## config.mk

```make
export PLATFORM = sky130hd
export DESIGN_NAME = vram_console_writer_flat
export DESIGN_NICKNAME = d
export VERILOG_FILES = /design/src/rtl/vram_console_writer_pkg.sv /design/src/rtl/vram_console_writer_if.sv /design/src/rtl/vram_console_writer.sv /design/src/flat_wrapper.sv
export SDC_FILE = /design/constraint.sdc
export NUM_CORES = 1
export LEC_CHECK = 0
export ABC_AREA = 1
export CAP_MARGIN = 5
export CORE_UTILIZATION = 31
export CTS_CLUSTER_DIAMETER = 30
export DETAILED_ROUTE_END_ITERATION = 8
export PLACE_DENSITY = 0.54
export SLEW_MARGIN = 40
export SYNTH_ARGS = -nofsm -noshare
export SYNTH_HDL_FRONTEND = slang
export SYNTH_SLANG_ARGS = --single-unit
```

## constraint.sdc

```tcl
create_clock -name PixelClk -period 2.3 [get_ports PixelClk]
set_input_delay 0.575 -clock PixelClk [delete_from_list [all_inputs] [get_ports PixelClk]]
set_output_delay 0.575 -clock PixelClk [all_outputs]
set_load 0.01 [all_outputs]
```

## src/rtl/vram_console_writer_pkg.sv

```systemverilog
// Shared definitions for the text console writer: FSM states, control
// codes, default geometry and the printable-byte classifier.
// CONSOLE_SCROLL_EN adds the SCR_RD/SCR_WR states used for scrolling.
package console_pkg;

  localparam int COLS_DEFAULT = 60;  // 480 px / 8 px glyph width
  localparam int ROWS_DEFAULT = 17;  // 272 px / 16 px glyph height

  localparam logic [7:0] CH_BS    = 8'h08;
  localparam logic [7:0] CH_LF    = 8'h0A;
  localparam logic [7:0] CH_FF    = 8'h0C;
  localparam logic [7:0] CH_CR    = 8'h0D;
  localparam logic [7:0] CH_SPACE = 8'h20;

  typedef enum logic [2:0] {
    CLR_ALL = 3'd0,
    IDLE    = 3'd1,
    PUT     = 3'd2,
`ifdef CONSOLE_SCROLL_EN
    SCR_RD  = 3'd3,
    SCR_WR  = 3'd4,
`endif
    CLR_ROW = 3'd5
  } console_state_t;

  // Glyph bytes: 0x20..0x7E and 0x80..0xFF. 0x7F (DEL) is swallowed.
  function automatic logic is_printable(input logic [7:0] c);
    return (c >= 8'h20) && (c != 8'h7F);
  endfunction

endpackage

```

## src/rtl/vram_console_writer_if.sv

```systemverilog
// Byte-stream input, VRAM write/read port and cursor status of the console
// writer. master = the writer itself, slave = the byte source / VRAM side.
interface vram_console_writer_if;
  logic       in_valid;
  logic [7:0] in_data;
  logic       in_ready;
  logic [9:0] v_ada;
  logic [7:0] v_dina;
  logic       v_wea;
  logic [7:0] v_douta;
  logic [5:0] cur_col;
  logic [4:0] cur_row;
  logic       busy;

  modport master (
    input  in_valid, in_data, v_douta,
    output in_ready, v_ada, v_dina, v_wea, cur_col, cur_row, busy
  );

  modport slave (
    output in_valid, in_data, v_douta,
    input  in_ready, v_ada, v_dina, v_wea, cur_col, cur_row, busy
  );
endinterface

```

## src/rtl/vram_console_writer.sv

```systemverilog
// Character-stream writer for the text VRAM. Accepts bytes on a valid/ready
// handshake, keeps a cursor, writes glyph codes and handles CR, LF, BS, FF,
// line wrap and end-of-screen. With CONSOLE_SCROLL_EN defined the screen
// scrolls up one row; otherwise the cursor wraps to row 0 and clears it.
module vram_console_writer
  import console_pkg::*;
#(
  parameter int COLS = COLS_DEFAULT,
  parameter int ROWS = ROWS_DEFAULT
) (
  input logic PixelClk,
  input logic nRST,
  vram_console_writer_if.master bus
);

  localparam logic [10:0] CELLS       = 11'(COLS * ROWS);
  localparam logic [10:0] CNT_COL_END = 11'(COLS - 1);
  localparam logic [9:0]  COLS_A      = 10'(COLS);
  localparam logic [5:0]  COL_LAST    = 6'(COLS - 1);
  localparam logic [4:0]  ROW_LAST    = 5'(ROWS - 1);

  // Entry point of the end-of-screen sequence and the first VRAM access it
  // presents: a read of row 1 for a scroll, a blank write of row 0 otherwise.
`ifdef CONSOLE_SCROLL_EN
  localparam logic [10:0] SCR_LAST      = 11'((ROWS - 1) * COLS - 1);
  localparam logic [9:0]  ROW_LAST_BASE = 10'((ROWS - 1) * COLS);
  localparam console_state_t WRAP_STATE = SCR_RD;
  localparam logic [9:0]  WRAP_ADA      = COLS_A;
  localparam logic        WRAP_WEA      = 1'b0;
`else
  localparam console_state_t WRAP_STATE = CLR_ROW;
  localparam logic [9:0]  WRAP_ADA      = 10'd0;
  localparam logic        WRAP_WEA      = 1'b1;
`endif

  console_state_t state_reg;
  logic           in_ready_reg;
  logic           busy_reg;
  logic           v_wea_reg;
  logic [9:0]     v_ada_reg;
  logic [7:0]     v_dina_reg;
  logic [5:0]     cur_col_reg;
  logic [4:0]     cur_row_reg;
  logic [9:0]     cur_addr_reg;  // cur_row*COLS + cur_col, tracked incrementally
  logic [10:0]    cnt_reg;       // cell / scroll-step / column counter
  logic           wrap_reg;      // a glyph write wrapped off the last row

  // Main FSM: every branch loads the outputs for the state it enters next.
  always_ff @(posedge PixelClk or negedge nRST) begin
    if (!nRST) begin
      state_reg    <= CLR_ALL;
      in_ready_reg <= 1'b0;
      busy_reg     <= 1'b1;
      v_wea_reg    <= 1'b0;
      v_ada_reg    <= 10'd0;
      v_dina_reg   <= CH_SPACE;
      cur_col_reg  <= 6'd0;
      cur_row_reg  <= 5'd0;
      cur_addr_reg <= 10'd0;
      cnt_reg      <= 11'd0;
      wrap_reg     <= 1'b0;
    end else begin
      case (state_reg)
        CLR_ALL: begin
          if (cnt_reg == CELLS) begin
            state_reg    <= IDLE;
            v_wea_reg    <= 1'b0;
            in_ready_reg <= 1'b1;
            busy_reg     <= 1'b0;
          end else begin
            v_wea_reg  <= 1'b1;
            v_ada_reg  <= cnt_reg[9:0];
            v_dina_reg <= CH_SPACE;
            cnt_reg    <= cnt_reg + 11'd1;
          end
        end

        IDLE: begin
          if (bus.in_valid && in_ready_reg) begin
            in_ready_reg <= 1'b0;
            busy_reg     <= 1'b1;
            state_reg    <= PUT;
            v_wea_reg    <= 1'b0;
            if (is_printable(bus.in_data)) begin
              v_wea_reg  <= 1'b1;
              v_ada_reg  <= cur_addr_reg;
              v_dina_reg <= bus.in_data;
              if (cur_col_reg != COL_LAST) begin
                cur_col_reg  <= cur_col_reg + 6'd1;
                cur_addr_reg <= cur_addr_reg + 10'd1;
              end else begin
                cur_col_reg <= 6'd0;
                if (cur_row_reg != ROW_LAST) begin
                  cur_row_reg  <= cur_row_reg + 5'd1;
                  cur_addr_reg <= cur_addr_reg + 10'd1;
                end else begin
                  wrap_reg <= 1'b1;
`ifdef CONSOLE_SCROLL_EN
                  cur_addr_reg <= ROW_LAST_BASE;
`else
                  cur_row_reg  <= 5'd0;
                  cur_addr_reg <= 10'd0;
`endif
                end
              end
            end else begin
              case (bus.in_data)
                CH_CR: begin
                  cur_col_reg  <= 6'd0;
                  cur_addr_reg <= cur_addr_reg - {4'd0, cur_col_reg};
                end
                CH_LF: begin
                  if (cur_row_reg != ROW_LAST) begin
                    cur_row_reg  <= cur_row_reg + 5'd1;
                    cur_addr_reg <= cur_addr_reg + COLS_A;
                  end else begin
`ifndef CONSOLE_SCROLL_EN
                    cur_row_reg  <= 5'd0;
                    cur_addr_reg <= {4'd0, cur_col_reg};
`endif
                    state_reg  <= WRAP_STATE;
                    v_ada_reg  <= WRAP_ADA;
                    v_wea_reg  <= WRAP_WEA;
                    v_dina_reg <= CH_SPACE;
                    cnt_reg    <= 11'd0;
                  end
                end
                CH_BS: begin
                  if (cur_col_reg != 6'd0) begin
                    cur_col_reg  <= cur_col_reg - 6'd1;
                    cur_addr_reg <= cur_addr_reg - 10'd1;
                    v_wea_reg    <= 1'b1;
                    v_ada_reg    <= cur_addr_reg - 10'd1;
                    v_dina_reg   <= CH_SPACE;
                  end
                end
                CH_FF: begin
                  state_reg    <= CLR_ALL;
                  cnt_reg      <= 11'd0;
                  cur_col_reg  <= 6'd0;
                  cur_row_reg  <= 5'd0;
                  cur_addr_reg <= 10'd0;
                end
                default: ;
              endcase
            end
          end
        end

        PUT: begin
          if (wrap_reg) begin
            wrap_reg   <= 1'b0;
            state_reg  <= WRAP_STATE;
            v_ada_reg  <= WRAP_ADA;
            v_wea_reg  <= WRAP_WEA;
            v_dina_reg <= CH_SPACE;
            cnt_reg    <= 11'd0;
          end else begin
            state_reg    <= IDLE;
            v_wea_reg    <= 1'b0;
            in_ready_reg <= 1'b1;
            busy_reg     <= 1'b0;
          end
        end

`ifdef CONSOLE_SCROLL_EN
        SCR_RD: begin
          state_reg <= SCR_WR;
          v_ada_reg <= cnt_reg[9:0];
          v_wea_reg <= 1'b1;
        end

        SCR_WR: begin
          if (cnt_reg == SCR_LAST) begin
            state_reg  <= CLR_ROW;
            v_ada_reg  <= ROW_LAST_BASE;
            v_dina_reg <= CH_SPACE;
            v_wea_reg  <= 1'b1;
            cnt_reg    <= 11'd0;
          end else begin
            state_reg <= SCR_RD;
            v_ada_reg <= cnt_reg[9:0] + 10'd1 + COLS_A;
            v_wea_reg <= 1'b0;
            cnt_reg   <= cnt_reg + 11'd1;
          end
        end
`endif

        CLR_ROW: begin
          if (cnt_reg == CNT_COL_END) begin
            state_reg    <= IDLE;
            v_wea_reg    <= 1'b0;
            in_ready_reg <= 1'b1;
            busy_reg     <= 1'b0;
          end else begin
            v_ada_reg <= v_ada_reg + 10'd1;
            cnt_reg   <= cnt_reg + 11'd1;
          end
        end

        default: begin
          state_reg <= CLR_ALL;
          cnt_reg   <= 11'd0;
        end
      endcase
    end
  end

  assign bus.in_ready = in_ready_reg;
  assign bus.busy     = busy_reg;
  assign bus.v_wea    = v_wea_reg;
  assign bus.v_ada    = v_ada_reg;
  assign bus.cur_col  = cur_col_reg;
  assign bus.cur_row  = cur_row_reg;

`ifdef CONSOLE_SCROLL_EN
  // The BSRAM read issued in SCR_RD is valid during SCR_WR; it is forwarded
  // straight to the write port so each moved cell costs two cycles.
  assign bus.v_dina = (state_reg == SCR_WR) ? bus.v_douta : v_dina_reg;
`else
  assign bus.v_dina = v_dina_reg;
  logic unused_douta;
  assign unused_douta = ^bus.v_douta;
`endif

endmodule

```

## src/flat_wrapper.sv

```systemverilog
// flat-port wrapper written by rule: the top's interface ports become plain ports
module vram_console_writer_flat import console_pkg::*;
#(
  parameter int COLS = COLS_DEFAULT,
  parameter int ROWS = ROWS_DEFAULT
)
  (PixelClk, nRST, bus_in_valid, bus_in_data, bus_v_douta, bus_in_ready, bus_v_ada, bus_v_dina, bus_v_wea, bus_cur_col, bus_cur_row, bus_busy);
  vram_console_writer_if bus_i ();
  input logic PixelClk;
  input logic nRST;
  input wire logic [$bits(bus_i.in_valid)-1:0] bus_in_valid;
  input wire logic [$bits(bus_i.in_data)-1:0] bus_in_data;
  input wire logic [$bits(bus_i.v_douta)-1:0] bus_v_douta;
  output wire logic [$bits(bus_i.in_ready)-1:0] bus_in_ready;
  output wire logic [$bits(bus_i.v_ada)-1:0] bus_v_ada;
  output wire logic [$bits(bus_i.v_dina)-1:0] bus_v_dina;
  output wire logic [$bits(bus_i.v_wea)-1:0] bus_v_wea;
  output wire logic [$bits(bus_i.cur_col)-1:0] bus_cur_col;
  output wire logic [$bits(bus_i.cur_row)-1:0] bus_cur_row;
  output wire logic [$bits(bus_i.busy)-1:0] bus_busy;
  assign bus_i.in_valid = bus_in_valid;
  assign bus_i.in_data = bus_in_data;
  assign bus_i.v_douta = bus_v_douta;
  assign bus_in_ready = bus_i.in_ready;
  assign bus_v_ada = bus_i.v_ada;
  assign bus_v_dina = bus_i.v_dina;
  assign bus_v_wea = bus_i.v_wea;
  assign bus_cur_col = bus_i.cur_col;
  assign bus_cur_row = bus_i.cur_row;
  assign bus_busy = bus_i.busy;
  vram_console_writer #(.COLS(COLS), .ROWS(ROWS)) u_core (.PixelClk(PixelClk), .nRST(nRST), .bus(bus_i));
endmodule
```

Word level (Yosys, flattened, before mapping):

Index checks and enable logic that the tools add are counted.

* input port bits: 19
* logic and storage cells: 141
* register bits after elaboration: 57
* output and inout bits: 32

* equal/unequal tests: 30
* mux-type cells: 69
* $add $sub $neg: 9
* reductions and logical operators: 21
* order comparisons: 1

Operator list (count)
* 10-bit two-way mux: 11
* 10-bit one-hot mux with 4 select lines: 2
* 11-bit two-way mux: 6
* 8-bit two-way mux: 6
* 11-bit one-hot mux with 4 select lines: 1
* 8-bit by 4-bit equality test with 1-bit output (second input constant): 4
* 8-bit one-hot mux with 3 select lines: 1
* 11-bit one-hot mux with 2 select lines: 1
* 10-bit by 1-bit adder with 10-bit output (second input constant): 2
* 10-bit one-hot mux with 2 select lines: 1
* 1-bit two-way mux: 18
* 3-bit two-way mux: 6
* 6-bit two-way mux: 3
* 8-bit one-hot mux with 2 select lines: 1
* 5-bit two-way mux: 3
* 2-bit inequality test (second input constant): 7
* 7-bit AND reduction: 2
* 1-bit one-hot mux with 4 select lines: 3
* 3-bit one-hot mux with 4 select lines: 1
* 6-bit one-hot mux with 2 select lines: 1
* 4-bit AND reduction: 3
* 11-bit by 1-bit adder with 11-bit output (second input constant): 1
* 11-bit by 10-bit equality test with 1-bit output (second input constant): 1
* 11-bit by 6-bit equality test with 1-bit output (second input constant): 1
* 32 further kinds: 44

Depth between registers and ports, before layout:

Gate-level depths: netlist of the first run.

* word-level depth: 6
* depth in mapped cells: 14
* gate-level depth less buffers: 14

Worst setup path before layout of the first run:

Ideal clock, no wire load.

* path type: register to register
* start point: reg u_core.cur_row_reg[0] (netlist: u_core.bus.cur_row[0])
* end point: reg u_core.v_dina_reg[6] (netlist: u_core.bus.v_dina[6])
* data required time: 2183 ps
* clock period less this slack: 1896 ps
* library setup time: 117 ps
* cell stages (with the launch flop): 13
* path buffers: 1
* path slack: 404 ps
* data arrival time: 1779 ps
* cell sequence: dfrtp_1 > inv_1 > ha_1 > nand2_1 > nor3_4 > inv_2 > nor2_8 > inv_2 > nand4_4 > nand3_4 > buf_6 > nand2_2 > o21ai_2

* cells in the longest elaborated chain, start to end: 3

RTL lines
* start, declared: line vram_console_writer.sv:43 `logic [4:0] cur_row_reg;`
* start signal, assigned: line vram_console_writer.sv:94 `cur_row_reg <= cur_row_reg + 5'd1;`
* start signal, assigned: line vram_console_writer.sv:114 `cur_row_reg <= cur_row_reg + 5'd1;`
* 5-bit inequality test: line vram_console_writer.sv:113 `if (cur_row_reg != ROW_LAST) begin`
* 4-bit by 3-bit inequality test with 1-bit output (no line)
* 7-bit AND reduction (no line)
* end signal, assigned: line vram_console_writer.sv:87 `v_dina_reg <= bus.in_data;`
* end, declared: line vram_console_writer.sv:41 `logic [7:0] v_dina_reg;`

Every way passes these cells.
A chain may end at the register's enable or synchronous reset.

Worst setup path in the final report of the first run:

* start point: in bus_in_data[6]
* end point: reg u_core.v_ada_reg[7] (netlist: u_core.bus.v_ada[7])

* cells in the longest elaborated chain, start to end: 5
* elaborated cells between the ends (all ways): 13
* classes of those cells: order compare (1); eq/ne (6); mux (4); reduce/logical (2)

RTL lines
* start, declared: line flat_wrapper.sv:12 `input wire logic [$bits(bus_i.in_data)-1:0] bus_in_data;`
* 8-bit by 6-bit >= comparator with 1-bit output, or another cell as far along: line vram_console_writer_pkg.sv:28 `return (c >= 8'h20) && (c != 8'h7F);`
* 1-bit logical AND or 10-bit one-hot mux with 2 select lines (tied branches): line vram_console_writer_pkg.sv:28, vram_console_writer.sv:107
* 10-bit two-way mux: line vram_console_writer.sv:84 `if (is_printable(bus.in_data)) begin`
* 10-bit two-way mux: line vram_console_writer.sv:79 `if (bus.in_valid && in_ready_reg) begin`
* 10-bit one-hot mux with 4 select lines: line vram_console_writer.sv:63 `case (state_reg)`
* end signal, assigned: line vram_console_writer.sv:72 `v_ada_reg <= cnt_reg[9:0];`
* end signal, assigned: line vram_console_writer.sv:86 `v_ada_reg <= cur_addr_reg;`
* end signal, assigned: line vram_console_writer.sv:133 `v_ada_reg <= cur_addr_reg - 10'd1;`
* end, declared: line vram_console_writer.sv:40 `logic [9:0] v_ada_reg;`

Several ways; a longest one is shown, not always the timed one. The select of a mux whose other input is x is not followed.

==> results of run 1 <==
==> area by class of cell <==
cell class              instances  share of cell area, %
well taps                     216                  4.176
clock buffers                  12                  3.964
repair buffers                100                  13.92
flip-flops and latches         57                  22.10
inverters                      83                  4.853
multi-input cells             595                  50.19
clock inverters                 4                 0.7927
==> critical path: stages <==
cell and delay [ns]:
sky130_fd_sc_hd__clkdlybuf4s50_1 0.44, sky130_fd_sc_hd__inv_2 0.08, sky130_fd_sc_hd__nand2_2 0.07, sky130_fd_sc_hd__nor2_4 0.18, sky130_fd_sc_hd__nand2_2 0.08, sky130_fd_sc_hd__nor2_2 0.18
sky130_fd_sc_hd__buf_4 0.21, sky130_fd_sc_hd__nand3_1 0.10, sky130_fd_sc_hd__o21ai_0 0.11, sky130_fd_sc_hd__nand2_1 0.14, sky130_fd_sc_hd__nand3_1 0.11, sky130_fd_sc_hd__nand2_1 0.06
sky130_fd_sc_hd__nand2_1 0.07
==> cells in the mapped netlist (3+ instances only) <==
master	n
sky130_fd_sc_hd__nand2_1	214
sky130_fd_sc_hd__nor2_1	89
sky130_fd_sc_hd__nand3_1	82
sky130_fd_sc_hd__inv_1	72
sky130_fd_sc_hd__dfrtp_1	55
sky130_fd_sc_hd__o21ai_0	31
sky130_fd_sc_hd__xor2_1	26
sky130_fd_sc_hd__nand4_1	20
sky130_fd_sc_hd__ha_1	19
sky130_fd_sc_hd__nand2_2	18
sky130_fd_sc_hd__nand2_4	14
sky130_fd_sc_hd__a21oi_1	12
sky130_fd_sc_hd__buf_2	11
sky130_fd_sc_hd__nor3_1	11
sky130_fd_sc_hd__inv_2	9
sky130_fd_sc_hd__o21ai_2	9
sky130_fd_sc_hd__nor2_2	7
sky130_fd_sc_hd__xnor2_1	5
sky130_fd_sc_hd__clkbuf_1	4
sky130_fd_sc_hd__nor2_4	4
sky130_fd_sc_hd__o22ai_1	4
sky130_fd_sc_hd__or2_2	3
==> power groups by stage <==
stage                     clock [W]  combinational (W)  sequential, W
after global routing        0.00148           0.000121        0.00100
after floorplan                   0          0.0000332        0.00102
after CTS                   0.00145           0.000111        0.00100
after global placement            0           0.000111        0.00102
after detailed placement          0           0.000111        0.00102
final                       0.00141           0.000109        0.00100
==> routing by layer <==
layer	vias to the layer above	part of all wire, %	global-route usage, %
met1	2344	50	25.35
met4	0	1.5	6.088
met5	-	0	0
li1	2620	-	-
met3	17	3.3	2.255
met2	118	46	31.57
==> through the flow <==
| step | utilization (%) | cells | setup TNS, ns | instance area, µm² |
|---|---|---|---|---|
| 2_1_floorplan | - | 755 | 0 | 5101 |
| 3_3_place_gp | 38.44 | 1051 | -7.023 | 6151 |
| 3_5_place_dp | 38.44 | 1051 | -6.726 | 6151 |
| 4_1_cts | 40.37 | 1067 | 0 | 6459 |
| 5_1_grt | 40.44 | 1067 | -0.0008171 | 6471 |
| 6_report | 40.44 | 1067 | 0 | 6471 |
==> logic make-up after synthesis <==
| kind of cell | Yosys count | synth area share, % |
|---|---|---|
| XOR/XNOR | 31 | 5.323 |
| AND/OR/NAND/NOR | 475 | 44.71 |
| AO/OA/AOI/OAI | 69 | 8.364 |
| buffers and inverters | 103 | 8.535 |
| flip-flops | 57 | 28.01 |
| adder cells (fa/ha/maj) | 20 | 5.053 |
==> final timing paths <==
check / from / to / slack [ns] / depth (start not counted)
worst max-delay path: bus_in_data[6] / u_core.bus.v_ada[7] / 0.15 / 13
worst min-delay path: nRST / u_core.cnt_reg[9] / 0.16 / 1
worst max register to register: u_core.cnt_reg[1] / u_core.bus.in_ready / 0.27 / 8
worst min register to register: u_core.bus.v_dina[7] / u_core.bus.v_dina[7] / 0.48 / 2
max in group asynchronous: nRST / u_core.bus.v_dina[5] / 1.50 / 2
min in group PixelClk: u_core.bus.v_dina[7] / u_core.bus.v_dina[7] / 0.48 / 2
==> impl_metrics.csv, run 1 <==
group,metric,value,unit
clocking,h-tree-depth,3,
power,pwr-share-comb,4.3,%
yosys,synth_ff_type,"sky130_fd_sc_hd__dfrtp_1",
min_path,hold_path.class,"input pin to async pin",
power,power.net_switching,0.0005767,W
worst_setup_path,cp-end-kind,"register",
floorplan,starting_density_of_the_core,31.88,%
sta,postLayoutSetupSlackWorst,0.1528,ns
yosys,synth_cell_area,0.005101,mm²
floorplan,die_w,130.3,µm
status,run_status,"finished, final reports clean",
worst_setup_path,critical_path_required_time,2.58,ns
layout,final_cell_mix,"sky130_fd_sc_hd__nand2_1 (214), sky130_fd_sc_hd__nor2_1 (88), sky130_fd_sc_hd__nand3_1 (82)",
yosys,syn-num-nets,794,
sta,worst_slew_margin_rel,56.20,%
sta,post-route-min-period,2.147,ns
sta,fmax,465.7,MHz
power,vdd_ir_drop_max,0.3884,mV
drt,detailedRoute.firstPassIterationCount,5,
layout,num-fill-cells,1762,
layout,nNetsFinal,885,
clocking,clock-sinks,57,
worst_setup_path,critPathMaxFanout,9,
clocking,root_buffer,"sky130_fd_sc_hd__clkbuf_16",
yosys,yosysWarningCount,0,
floorplan,die-area,0.01697,mm²
placed_design,dp_hpwl,11620,µm
power,total_leakage_power,3.238,nW
yosys,synthArstFlopShare,100.0,%
yosys,postSynthRegisterBits,57,
floorplan,floorplan.die.height,130.3,µm
power,report.power.total,0.002523,W
global_route,first_pass_grt_wire_length,24600,µm
clocking,cts_tree,"done",
yosys,synth_enable_flop_cells,0,
sta,setup_violations,0,
power,sequentialPowerShare,39.8,%
layout,mostFrequentLayoutCell,"sky130_fd_sc_hd__nand2_1",
global_route,antenna_found_initial,0,
yosys,netlist.top_cell.by_area,"sky130_fd_sc_hd__dfrtp_1",
yosys,synth.yosys.seq_area_share,28.01,%
yosys,count_of_distinct_cell_types_in_the_synthesized_netlist,52,
layout,antenna_cells_inserted,0,
layout,area_delta_synth_final,26.86,%
clocking,cts-buffers-inserted,9,
sta,transition_at_the_pin_with_the_smallest_max_transition_slack,0.6547,ns
clocking,post_cts_setup_buffers,0,
drt,final_antenna_net_count,0,
clocking,clk-insertion-delay-late,0.34,ns
worst_setup_path,worstSetupPathType,"input pin to register",
worst_setup_path,timing.critical_path.arrival,2.43,ns
clocking,cts.reportedPaths.clkPinSlew,0.06,ns
drt,vias_after_detailed_routing,5099,
drt,wirelength,14840,µm
global_route,first_global_vias,4854,
clocking,ctsResizeCount,0,
floorplan,design.portCount,51,
clocking,ctsLongestPathBuffers,2,
drt,route.detailed.drc,0,
sta,skew,0.006113,ns
power,share_clk_of_total_power,55.9,%
sta,hold_slack,0.1606,ns
placed_design,gp_congestion,0.8538,
floorplan,core_area,0.01600,mm²
power,power.share.switching,22.86,%
placed_design,numPortBuffers,42,
sta,drv_slew,0,
layout,multi_input_comb_area,0.003248,mm²
drt,drt_iter0_drc,304,
drt,routed_via_density,4.779,
drt,dr_wl_cell,13.91,µm
power,p_int,0.001947,W
sta,final_min_period_over_clock_period,93.36,%
floorplan,row_count,46,
yosys,yosys.area.top_type_share,26.98,%
global_route,grt_max_degree,43,
power,cellPowerDensity,389.9,mW/mm²
clocking,hold_buffers,0,
layout,largest_reg_flops,11,
global_route,grt_util_all_layers,18.92,%
layout,layout-drive-gt1-share,18.10,%
flow_run,maxCapViolCount,0,
placed_design,preCtsSetupSlack,-0.2738,ns
global_route,grt_overflow_total,0,
yosys,synth_top_area_cells,"sky130_fd_sc_hd__dfrtp_1 (27%), sky130_fd_sc_hd__nand2_1 (16%), sky130_fd_sc_hd__nand3_1 (8.0%)",
yosys,synth.avg_cell_area,6.756,µm²
yosys,netlist_instances,755,
worst_setup_path,crit_path_start_kind,"input pin",
layout,register_area,0.001430,mm²
sta,finalHoldViolations,0,
Power figures use the tool's default switching activity.
==> inputs of run 2 (changes only) <==
- CAP_MARGIN: 5 -> unset
==> results of run 2 <==
Final layout, timing and power as in run 1 (identical DEF).
